### src/rtl/seg7_pkg.sv
// seg7_pkg: shared types and constants for the two-digit 7-segment scan driver.
// Optional feature macro (used in seg7_scan_driver): SEG7_LZ_BLANK_EN.
package seg7_pkg;

    // Scan sequence: blank before tens, tens lit, blank before units, units lit.
    typedef enum logic [1:0] {
        S_DEAD_T = 2'd0,
        S_TENS   = 2'd1,
        S_DEAD_U = 2'd2,
        S_UNITS  = 2'd3
    } state_t;

    // Segment patterns, bit order {g,f,e,d,c,b,a}, active-high.
    localparam logic [6:0] SEG_0    = 7'h3F;
    localparam logic [6:0] SEG_1    = 7'h06;
    localparam logic [6:0] SEG_2    = 7'h5B;
    localparam logic [6:0] SEG_3    = 7'h4F;
    localparam logic [6:0] SEG_4    = 7'h66;
    localparam logic [6:0] SEG_5    = 7'h6D;
    localparam logic [6:0] SEG_6    = 7'h7D;
    localparam logic [6:0] SEG_7    = 7'h07;
    localparam logic [6:0] SEG_8    = 7'h7F;
    localparam logic [6:0] SEG_9    = 7'h6F;
    localparam logic [6:0] SEG_DASH = 7'b1000000;
    localparam logic [6:0] SEG_OFF  = 7'h00;

    // Active-low digit enables, [1]=tens, [0]=units.
    localparam logic [1:0] DIG_OFF   = 2'b11;
    localparam logic [1:0] DIG_TENS  = 2'b01;
    localparam logic [1:0] DIG_UNITS = 2'b10;

endpackage

### src/rtl/seg7_decode.sv
// seg7_decode: combinational BCD to 7-segment decoder; codes 10-15 show a dash.
module seg7_decode
    import seg7_pkg::*;
(
    input  logic [3:0] digit,
    output logic [6:0] seg
);

    // Table lookup of the segment pattern for one digit.
    always_comb begin
        seg = SEG_DASH;
        case (digit)
            4'd0:    seg = SEG_0;
            4'd1:    seg = SEG_1;
            4'd2:    seg = SEG_2;
            4'd3:    seg = SEG_3;
            4'd4:    seg = SEG_4;
            4'd5:    seg = SEG_5;
            4'd6:    seg = SEG_6;
            4'd7:    seg = SEG_7;
            4'd8:    seg = SEG_8;
            4'd9:    seg = SEG_9;
            default: seg = SEG_DASH;
        endcase
    end

endmodule

### src/rtl/seg7_scan_driver.sv
// seg7_scan_driver: time-multiplexes two BCD digits onto one 7-segment bus with
// dead time between digits, frame-synchronous digit update and optional blinking.
// Optional feature macro: SEG7_LZ_BLANK_EN (blank a leading zero in the tens digit).
// Valid/ready note: there is no handshake; load is a fire-and-forget strobe that
// is sampled on every rising edge and never back-pressured.
module seg7_scan_driver
    import seg7_pkg::*;
#(
    parameter int SCAN_DIV     = 1000,
    parameter int DEAD_DIV     = 16,
    parameter int BLINK_FRAMES = 64
) (
    input  logic       clk,
    input  logic       rst,
    input  logic [3:0] bcd_tens,
    input  logic [3:0] bcd_units,
    input  logic       load,
    input  logic       blink,
    output logic [6:0] seg,
    output logic [1:0] dig_n,
    output logic       frame_done,
    output logic [1:0] dbg_state
);

    // DEAD_DIV is below SCAN_DIV, so one phase counter sized for SCAN_DIV serves both.
    localparam int CW = $clog2(SCAN_DIV);
    localparam int FW = $clog2(BLINK_FRAMES);
    localparam logic [CW-1:0] SCAN_LAST  = CW'(SCAN_DIV - 1);
    localparam logic [CW-1:0] DEAD_LAST  = CW'(DEAD_DIV - 1);
    localparam logic [FW-1:0] FRAME_LAST = FW'(BLINK_FRAMES - 1);
    localparam logic [FW-1:0] BLINK_HALF = FW'(BLINK_FRAMES / 2);

    state_t          state_q, state_d;
    logic [CW-1:0]   cnt_q, cnt_d;
    logic [FW-1:0]   frame_q, frame_d;
    logic [7:0]      pend_q, pend_d;   // {tens, units}
    logic [7:0]      act_q, act_d;     // {tens, units}
    logic [6:0]      seg_q, seg_d;
    logic [1:0]      dig_q, dig_d;
    logic            fd_q, fd_d;
    logic            phase_last;
    logic            frame_start;
    logic            frame_end;
    logic [3:0]      digit_mux;
    logic [6:0]      dec_seg;

    // Registers; reset parks the scan at the first blank-before-tens cycle.
    always_ff @(posedge clk or negedge rst) begin
        if (!rst) begin
            state_q <= S_DEAD_T;
            cnt_q   <= '0;
            frame_q <= '0;
            pend_q  <= '0;
            act_q   <= '0;
            seg_q   <= SEG_OFF;
            dig_q   <= DIG_OFF;
            fd_q    <= 1'b0;
        end else begin
            state_q <= state_d;
            cnt_q   <= cnt_d;
            frame_q <= frame_d;
            pend_q  <= pend_d;
            act_q   <= act_d;
            seg_q   <= seg_d;
            dig_q   <= dig_d;
            fd_q    <= fd_d;
        end
    end

    // Phase sequencing, frame counting and the pending/active digit pipeline.
    always_comb begin
        state_d    = state_q;
        cnt_d      = cnt_q + CW'(1);
        phase_last = 1'b0;
        case (state_q)
            S_TENS, S_UNITS: phase_last = (cnt_q == SCAN_LAST);
            default:         phase_last = (cnt_q == DEAD_LAST);
        endcase
        if (phase_last) begin
            cnt_d = '0;
            case (state_q)
                S_DEAD_T: state_d = S_TENS;
                S_TENS:   state_d = S_DEAD_U;
                S_DEAD_U: state_d = S_UNITS;
                default:  state_d = S_DEAD_T;
            endcase
        end

        frame_end = (state_q == S_UNITS) && phase_last;
        frame_d   = frame_q;
        if (frame_end) begin
            frame_d = (frame_q == FRAME_LAST) ? '0 : frame_q + FW'(1);
        end
        fd_d = frame_end;

        // A load landing on the frame's first cycle bypasses pending straight to active.
        frame_start = (state_q == S_DEAD_T) && (cnt_q == '0);
        pend_d      = load ? {bcd_tens, bcd_units} : pend_q;
        act_d       = frame_start ? pend_d : act_q;
    end

    assign digit_mux = (state_q == S_TENS) ? act_q[7:4] : act_q[3:0];

    seg7_decode u_decode (
        .digit (digit_mux),
        .seg   (dec_seg)
    );

    // Output patterns, registered so they trail the scan state by one cycle.
    always_comb begin
        seg_d = SEG_OFF;
        dig_d = DIG_OFF;
        case (state_q)
            S_TENS: begin
                seg_d = dec_seg;
                dig_d = DIG_TENS;
`ifdef SEG7_LZ_BLANK_EN
                if (act_q[7:4] == 4'd0) begin
                    seg_d = SEG_OFF;
                    dig_d = DIG_OFF;
                end
`endif
            end
            S_UNITS: begin
                seg_d = dec_seg;
                dig_d = DIG_UNITS;
            end
            default: begin
                seg_d = SEG_OFF;
                dig_d = DIG_OFF;
            end
        endcase
        if (blink && (frame_q >= BLINK_HALF)) begin
            seg_d = SEG_OFF;
            dig_d = DIG_OFF;
        end
    end

    assign seg        = seg_q;
    assign dig_n      = dig_q;
    assign frame_done = fd_q;
    assign dbg_state  = state_q;

endmodule
### config.mk
export PLATFORM = sky130hd
export DESIGN_NAME = seg7_scan_driver
export DESIGN_NICKNAME = d
export VERILOG_FILES = /design/src/rtl/seg7_pkg.sv /design/src/rtl/seg7_decode.sv /design/src/rtl/seg7_scan_driver.sv
export SDC_FILE = /design/constraint.sdc
export NUM_CORES = 1
export LEC_CHECK = 0
export CELL_PAD_IN_SITES_DETAIL_PLACEMENT = 0
export CELL_PAD_IN_SITES_GLOBAL_PLACEMENT = 1
export CORE_MARGIN = 3
export CORE_UTILIZATION = 33
export CTS_CLUSTER_DIAMETER = 200
export DETAILED_ROUTE_END_ITERATION = 8
export PLACE_DENSITY = 0.62
export SLEW_MARGIN = 20
export SYNTH_ARGS = -nofsm -noshare
export SYNTH_HDL_FRONTEND = slang
export SYNTH_SLANG_ARGS = --single-unit
### constraint.sdc
create_clock -name clk -period 2.7 [get_ports clk]
set_clock_uncertainty 0.2 [all_clocks]
set_input_delay 0.27 -clock clk [delete_from_list [all_inputs] [get_ports clk]]
set_output_delay 0.27 -clock clk [all_outputs]
set_load 0.01 [all_outputs]
== Word level (Yosys, flattened, before mapping) ==
Memories as Yosys holds them, arrays and structs flattened.
Index checks and enable logic that the tools add are counted.

* Register bits after elaboration: 44
* Bits in read-only memories: 112
* Word-level logic and storage cells: 34
* Memories: 1
* Output and inout bits: 12
* Input port bits: 12

{| class="wikitable"
|+ Memory list
! name !! words !! width !! read ports !! clocked after Yosys merged registers in !! wr ports !! line !! source
|-
| (no name shown) || 16 || 7 || 1 || 0 || 0 || seg7_decode.sv:12 || <nowiki>case (digit)</nowiki>
|}

* Equality and inequality tests: 6
* Reductions and logical operators: 6
* Magnitude comparators: 1
* Add/sub/neg operators: 2
* Mux-type cells: 10

{| class="wikitable"
|+ Operator list
! operator !! number
|-
| two-way mux 7 bit || 2
|-
| adder 10 x 1 -> 10 bit, second input constant || 1
|-
| == test 10 bit, second input constant || 1
|-
| == test 10 x 4 -> 1 bit, second input constant || 1
|-
| zero test 10 bit || 1
|-
| two-way mux 10 bit || 1
|-
| two-way mux 8 bit || 1
|-
| adder 6 x 1 -> 6 bit, second input constant || 1
|-
| == test 6 bit, second input constant || 1
|-
| >= comparator 6 bit, second input constant || 1
|-
| two-way mux 6 bit || 1
|-
| one-hot mux 2 bit (3 select lines) || 1
|-
| == test 2 bit, second input constant || 2
|-
| two-way mux 4 bit || 1
|-
| one-hot mux 2 bit (2 select lines) || 1
|-
| logical AND 1 bit || 3
|-
| == test 2 x 1 -> 1 bit, second input constant || 1
|-
| zero test 2 bit || 1
|-
| two-way mux 2 bit || 1
|-
| OR reduction 2 bit || 1
|-
| two-way mux 1 bit || 1
|}

== Longest topological paths before layout ==
Gate-level depths: netlist (run 1).
An unclocked memory read counts as a cell.

* Depth after elaboration: 5
* Gate-level depth with buffers: 9
* Depth with buffers taken out: 8

== By module ==
A second synthesis (run 1) with hierarchy kept.

* Cells, all modules: 189
* Area total of the unflattened synthesis: 2210.9 um^2

{| class="wikitable"
|+ Modules (own cells, without submodules)
! module !! area an instance (um^2) !! times used !! cells each !! sequential area each (um^2)
|-
| seg7_scan_driver || 1983.2 || 1 || 160 || 1103.6
|-
| seg7_decode || 227.7 || 1 || 29 || 0.0
|}

== Worst setup path after synthesis (run 1) ==
OpenSTA, ideal clock, no wires.

* Path type: flip-flop to flip-flop
* Start point: reg state_q[1] (netlist: dbg_state[1])
* End point: reg state_q[1] (netlist: dbg_state[1])
* Setup time: 0.127 ns
* Data arrival time: 1.926 ns
* Data required time: 2.373 ns
* Slack: 0.447 ns
* Path buffers: 2
* Clock period less this slack: 2.253 ns
* Cell stages (with the launch flop): 9
* Cell sequence: dfrtp_1 -> inv_1 -> ha_1 -> buf_4 -> nor2_1 -> and4_1 -> o21a_1 -> buf_6 -> mux2_1

* Longest elaborated chain between the ends: 3
* Elaborated cells on any way between the ends: 7
* Those cells by class: 3 x eq/ne; 2 x mux; 2 x reduce/logical

{| class="wikitable"
|+ RTL lines
! what !! line !! source
|-
| from (decl) || seg7_scan_driver.sv:33 || <nowiki>state_t state_q, state_d;</nowiki>
|-
| from (signal assigned) || seg7_scan_driver.sv:59 || <nowiki>state_q <= state_d;</nowiki>
|-
| == test 2 bit or == test 2 x 1 -> 1 bit (tied branches) || seg7_scan_driver.sv:75, seg7_scan_driver.sv:81 ||
|-
| OR reduction 2 bit (no line) || n/a ||
|-
| two-way mux 1 bit || seg7_scan_driver.sv:75 || <nowiki>case (state_q)</nowiki>
|}

Several ways; a longest one is shown, not always the timed one.
A chain may end at the register's enable or synchronous reset.

== Worst setup path in the final report (run 1) ==
* Start point: reg state_q[0] (netlist: dbg_state[0])
* End point: reg frame_q[1]

* Longest elaborated chain between the ends: 4
* Elaborated cells on any way between the ends: 5
* Those cells by class: 2 x eq/ne; 1 x mux; 2 x reduce/logical

{| class="wikitable"
|+ RTL lines
! what !! line !! source
|-
| == test 2 bit or == test 2 x 1 -> 1 bit (tied branches) || seg7_scan_driver.sv:75, seg7_scan_driver.sv:89 ||
|-
| OR reduction 2 bit (no line) || n/a ||
|-
| two-way mux 1 bit || seg7_scan_driver.sv:75 ||
|-
| logical AND 1 bit * || seg7_scan_driver.sv:89 || <nowiki>frame_end = (state_q == S_UNITS) && phase_last;</nowiki>
|-
| to (signal assigned) || seg7_scan_driver.sv:61 || <nowiki>frame_q <= frame_d;</nowiki>
|-
| to (decl) || seg7_scan_driver.sv:35 || <nowiki>logic [FW-1:0] frame_q, frame_d;</nowiki>
|}

Every way passes the cells marked *; elsewhere a longest branch is shown, timed or not.

==> qor.csv, run 1 <==
metric,value,unit
outcome,finished clean,
relSlewSlack,73.3,%
cp-end-kind,register,
clock_latency,0.29,ns
grt_pass1_vias,1530,
path_cells,"ha_1, nor2_1, nor4b_4, and3_1, mux2_4",
slowest_delay,0.45,ns
synth-seq-cells,44,
start_util,35.3,%
antenna_found_initial,0,
dpl.hpwl,3000,µm
numCtsBuffers,5,
ctsLongestPathBuffers,2,
drive_above_1_share,17.7,%
synthArstFlopShare,100,%
die_y,87.0,µm
path_delay_family,simple AND/OR/NAND/NOR gates,
cts-root-buf,clkbuf_8,
syn_area,0.00217,mm²
wl_per_cell,13.8,µm
tightest_slew,0.389,ns
clk_pin_slew,0.09,ns
path_max_fanout,8,
grt_use_met3,2.84,%
cts_setup_buffers,0,
boundaryPins,24,
p_total,0.00134,W
grt.busiest_layer,met2,
vias_per_cell,4.83,
power_frac_seq,52.5,%
clkPwrFrac,37.3,%
final_hold_viol_count,0,
worstPathRequired,2.67,ns
finalSetupViolCount,0,
ys_types,35,
final.setup.tns,0,ns
syn-num-nets,212,
critPathBufInv,0,
comb_power_share,10.2,%
vias,1402,
nNetsFinal,240,
area_delta_synth_final,19.9,%
yosysTopAreaCell,dfrtp_1,
synthTopCellsByArea,"dfrtp_1 49%, mux2_2 9.9%, ha_1 8.1%",
grt_max_degree,45,
period_share,86.6,%
synthFlopType,dfrtp_1,
crit_type,register to register,
critical_path_arrival,2.31,ns
period_minus_slack,2.34,ns
total_leakage_power,1.16,nW
cap_violations,0,
overflow,0,
grt_pass1_wl,7150,µm
use_met1,14.5,%
remaining_drc_errors,0,
numPortBuffers,23,
fillers,561,
cts_tree,done,
ant_nets,0,
grt_usage,12.0,%
synth_warnings,0,
drt_iter0_drc,32,
power.density,517,mW/mm²
ir_worst_vdd,260,µV
switching_share,22.3,%
gp_congestion,0.913,
internal_power,0.00104,W
routed_wl,4000,µm
start_kind,register,
grt_setup_unrepaired,no,
core_area,0.00613,mm²
holdCritPathClass,primary input to asynchronous set/reset pin,
yosysMostFrequentCell,dfrtp_1,
drtPass1Iterations,4,
num_rows,28,
clock-sinks,44,
slowest_stage,dfrtp_1,
synth-edff-count,0,
insertedDiodeCount,0,
p_switching,0.000299,W
synth.top_cell.area_share,48.5,%
synth_area_per_cell,11.6,µm²
dieArea,0.00757,mm²
cts_max_level,2,
synth_commonest_cells,"42 x dfrtp_1, 19 x mux2_2, 16 x nor2_1",
syn_inst,186,
die_x,87.0,µm
fmax,428,MHz
slew_viol_final,0,
use_met2,20.8,%
ys_seq_area_share,51.0,%
-- placed cells by master (no fill, tap or decap), types with 2 or more instances in the layout --
master,netlist,layout
ha_1,14,14
xor2_1,2,2
xnor2_1,7,7
a21oi_1,5,5
and2_1,2,2
buf_4,2,2
clkdlybuf4s50_1,0,22
a21boi_0,2,2
o2111ai_1,2,2
mux2i_1,6,6
nand3_1,8,8
dfrtp_1,42,42
o21ai_0,5,5
nor2_1,16,16
nand4_1,4,4
nor3_1,4,4
mux2_2,19,19
clkbuf_8,0,5
o21a_1,4,4
dfstp_2,2,2
nand2_1,14,14
inv_1,9,9
-- flip-flops by register name, summed over array words and instances, names as in the netlist --
| register | count |
|---|---|
| act_q | 8 |
| cnt_q | 10 |
| dbg_state | 2 |
| dig_n | 2 |
| frame_done | 1 |
| frame_q | 6 |
| pend_q | 8 |
| seg | 7 |
-- cell families after synthesis --
kind of cell | synth area share (%)
fa+ha+maj | 8.09
xor+xnor | 3.64
buf+inv | 3.64
compound gates | 6.82
simple gates | 13.0
mux | 13.9
flops | 51.0
-- metal layers --
metal	vias to the layer above	part of all wire, %	wire length (µm)
li1	693	-	-
met1	691	45	1800
met2	16	51	2060
met3	2	3.0	119
met4	0	0.63	25
met5	-	0	0
-- power groups by stage --
stage | sequential [W] | combinational, W | clock, W
floorplan | 0.000723 | 0.0000577 | 0
global placement | 0.000718 | 0.000131 | 0
detailed placement | 0.000719 | 0.000135 | 0
CTS | 0.000705 | 0.000137 | 0.000517
global route | 0.000709 | 0.000153 | 0.000543
finish | 0.000705 | 0.000137 | 0.000500
-- stage by stage --
step	hold slack [ns]	area [µm²]	setup slack, ns	cells	util (%)
4_1_cts	0.300	2580	0.338	289	42.0
3_5_place_dp	0.287	2450	0.365	280	40.0
2_1_floorplan	-0.226	2170	0.447	186	-
3_3_place_gp	0.263	2450	0.494	280	40.0
5_1_grt	0.288	2600	0.106	290	42.3
6_report	0.242	2600	0.363	290	42.3
-- layout make-up --
cell class	count	area, µm²	area share [%]
sequential	44	1100	42.5
inverter	9	33.8	1.30
timing repair buffer	27	270	10.4
multi-input combinational	127	983	37.9
tap	75	93.8	3.61
clock inverter	3	42.5	1.64
clock buffer	5	68.8	2.65
-- worst paths after layout --
path,startpoint,to,depth (start not counted),slack (ns)
setup / recovery,dbg_state[0]$_DFFE_PN0N_,frame_q[1]$_DFFE_PN0P_,5,0.36
hold / removal,rst,seg[1]$_DFF_PN0_,2,0.24
setup reg to reg,dbg_state[0]$_DFFE_PN0N_,frame_q[1]$_DFFE_PN0P_,5,0.36
hold reg to reg,cnt_q[0]$_DFF_PN0_,cnt_q[0]$_DFF_PN0_,1,0.30
max in group asynchronous,rst,act_q[0]$_DFFE_PN0P_,3,1.57
min in group clk,cnt_q[0]$_DFF_PN0_,cnt_q[0]$_DFF_PN0_,1,0.30
-- what timing repair did --
action | CTS | global route
resized for setup | 0 | 0
hold buffers | 1 | 0
hold endpoints to repair | 42 | 0
(Power assumes the default switching activity.)
==> run 2: changes to the inputs <==
--- a/config.mk
+++ b/config.mk
@@ -9,7 +9,6 @@
 export CELL_PAD_IN_SITES_GLOBAL_PLACEMENT = 1
 export CORE_MARGIN = 3
 export CORE_UTILIZATION = 33
-export CTS_CLUSTER_DIAMETER = 200
 export DETAILED_ROUTE_END_ITERATION = 8
 export PLACE_DENSITY = 0.62
 export SLEW_MARGIN = 20
==> constraint.sdc (replaced) <==
create_clock -name clk -period 2.8 [get_ports clk]
set_clock_uncertainty 0.2 [all_clocks]
set_input_delay 0.28 -clock clk [delete_from_list [all_inputs] [get_ports clk]]
set_output_delay 0.28 -clock clk [all_outputs]
set_load 0.01 [all_outputs]
==> run 2 against run 1 <==
Against the previous run: first-iteration DRC count up 13%; non-clock buffer count down 2; global-route usage up 0.35 points; sequential share of layout area up 0.99 points; core utilization down 0.96 points; clock power down 24%; critical path type unchanged; largest power group unchanged; hold slack better by 0.042 ns; combinational power down 6%; highest routed layer unchanged; via count up 1.6%; sequential power down 3.5%.
==> qor.csv, run 2 (synthesis gave the netlist of run 1 again) <==
metric,value,unit
drive_above_1_share,16.0,%
path_cells,"inv_1, ha_1, nor2_1, nor4b_4, and3_1, mux2_4",
grt_pass1_wl,7400,µm
final_hold_viol_count,0,
cts_setup_buffers,0,
die_y,87.0,µm
area_delta_synth_final,17.2,%
core_area,0.00613,mm²
grt_usage,12.3,%
period_minus_slack,2.52,ns
dpl.hpwl,3000,µm
slew_viol_final,0,
grt_max_degree,45,
drt_iter0_drc,36,
worstPathRequired,2.79,ns
dieArea,0.00757,mm²
layout_common_cells,"42 x dfrtp_1, 22 x clkdlybuf4s50_1, 19 x mux2_2, 16 x nor2_1",
regArea,0.00110,mm²
final.setup.tns,0,ns
fillers,562,
relSlewSlack,63.0,%
clock_latency,0.29,ns
slowest_delay,0.44,ns
insertedDiodeCount,0,
period_share,90.1,%
largest_reg_flops,10,
ir_worst_vdd,192,µV
slowest_stage,dfrtp_1,
drtPass1Iterations,4,
tightest_slew,0.555,ns
cts_tree,done,
fmax,396,MHz
cp-end-kind,register,
start_util,35.3,%
total_leakage_power,1.13,nW
path_max_fanout,8,
largest-register,cnt_q,
cts.repair.resized,0,
clk_pin_slew,0.09,ns
vias,1425,
critical_path_arrival,2.51,ns
power.density,469,mW/mm²
ctsLongestPathBuffers,2,
overflow,0,
clock-sinks,44,
fin_cells,287,
crit_type,register to register,
cap_violations,0,
top_regs,"cnt_q x10, act_q x8, pend_q x8",
path_delay_family,simple AND/OR/NAND/NOR gates,
finalSetupViolCount,0,
multi_input_area,983,µm²
start_kind,register,
vias_per_cell,4.97,
numPortBuffers,23,
layout_commonest_cell,dfrtp_1,
ant_nets,0,
critPathBufInv,1,
outcome,finished clean,
holdCritPathClass,register to register,
ctsHoldBuffers,1,
num_rows,28,
grt_setup_unrepaired,no,
place_inst,279,
gp_congestion,0.916,
remaining_drc_errors,0,
numCtsBuffers,5,
boundaryPins,24,
nNetsFinal,238,
antenna_found_initial,0,
die_x,87.0,µm
cts-root-buf,clkbuf_8,
routed_wl,4090,µm
grt_pass1_vias,1591,
wl_per_cell,14.3,µm
cts_max_level,2,
## run 2: cell count changes in the layout (fill, tap and decap cells not counted), sizes merged
cell,previous run,this run
clkinvlp,1,0
clkbuf,5,6
buf,4,2
bufinv,1,0
## run 2: cell type report
type	instances	area share (%)
Sequential cell	44	43.5
Multi-Input combinational cell	127	38.8
Timing Repair Buffer	25	9.66
Tap cell	75	3.70
Clock buffer	6	2.86
Inverter	9	1.33
Clock inverter	1	0.197
## run 2: routing by layer
layer / track usage, % / up-vias / share of wire (%)
met5: 0 / - / 0
met4: 4.53 / 0 / 1.3
met3: 3.88 / 6 / 4.2
met2: 21.5 / 25 / 51
met1: 14.1 / 707 / 43
li1: - / 687 / -
## run 2: report_power, final
| group | leakage [nW] | internal [W] | switching [W] |
|---|---|---|---|
| Combinational | 0.548 | 0.0000706 | 0.0000581 |
| Sequential | 0.541 | 0.000668 | 0.0000120 |
| Clock | 0.0410 | 0.000170 | 0.000211 |
## run 2: per-stage QoR
step / hold slack (ns) / power, W / util, % / area (µm²) / setup WS (ns)
6_report: 0.285 / 0.00119 / 41.4 / 2540 / 0.278
3_3_place_gp: 0.271 / 0.000819 / 39.9 / 2450 / 0.358
2_1_floorplan: -0.216 / 0.000753 / - / 2170 / 0.547
3_5_place_dp: 0.279 / 0.000822 / 39.9 / 2450 / 0.250
4_1_cts: 0.290 / 0.00122 / 41.3 / 2530 / 0.243
5_1_grt: 0.313 / 0.00125 / 41.4 / 2540 / 0.00174
## run 2: path summary, 6_finish.rpt
| check | from | endpoint | slack (ns) | depth (start not counted) |
|---|---|---|---|---|
| max | dbg_state[1]$_DFFE_PN0N_ | frame_q[1]$_DFFE_PN0P_ | 0.28 | 6 |
| min | cnt_q[0]$_DFF_PN0_ | cnt_q[0]$_DFF_PN0_ | 0.28 | 1 |
| max reg2reg | dbg_state[1]$_DFFE_PN0N_ | frame_q[1]$_DFFE_PN0P_ | 0.28 | 6 |
| min reg2reg | cnt_q[0]$_DFF_PN0_ | cnt_q[0]$_DFF_PN0_ | 0.28 | 1 |
| max in group asynchronous | rst | act_q[0]$_DFFE_PN0P_ | 1.70 | 2 |
| min in group asynchronous | rst | frame_done$_DFF_PN0_ | 0.31 | 2 |
## run 2: worst register-to-register path, stage by stage (launching register included)
cell,delay (ns)
dfrtp_1,0.44
inv_1,0.13
ha_1,0.41
nor2_1,0.17
nor4b_4,0.43
and3_1,0.32
mux2_4,0.31
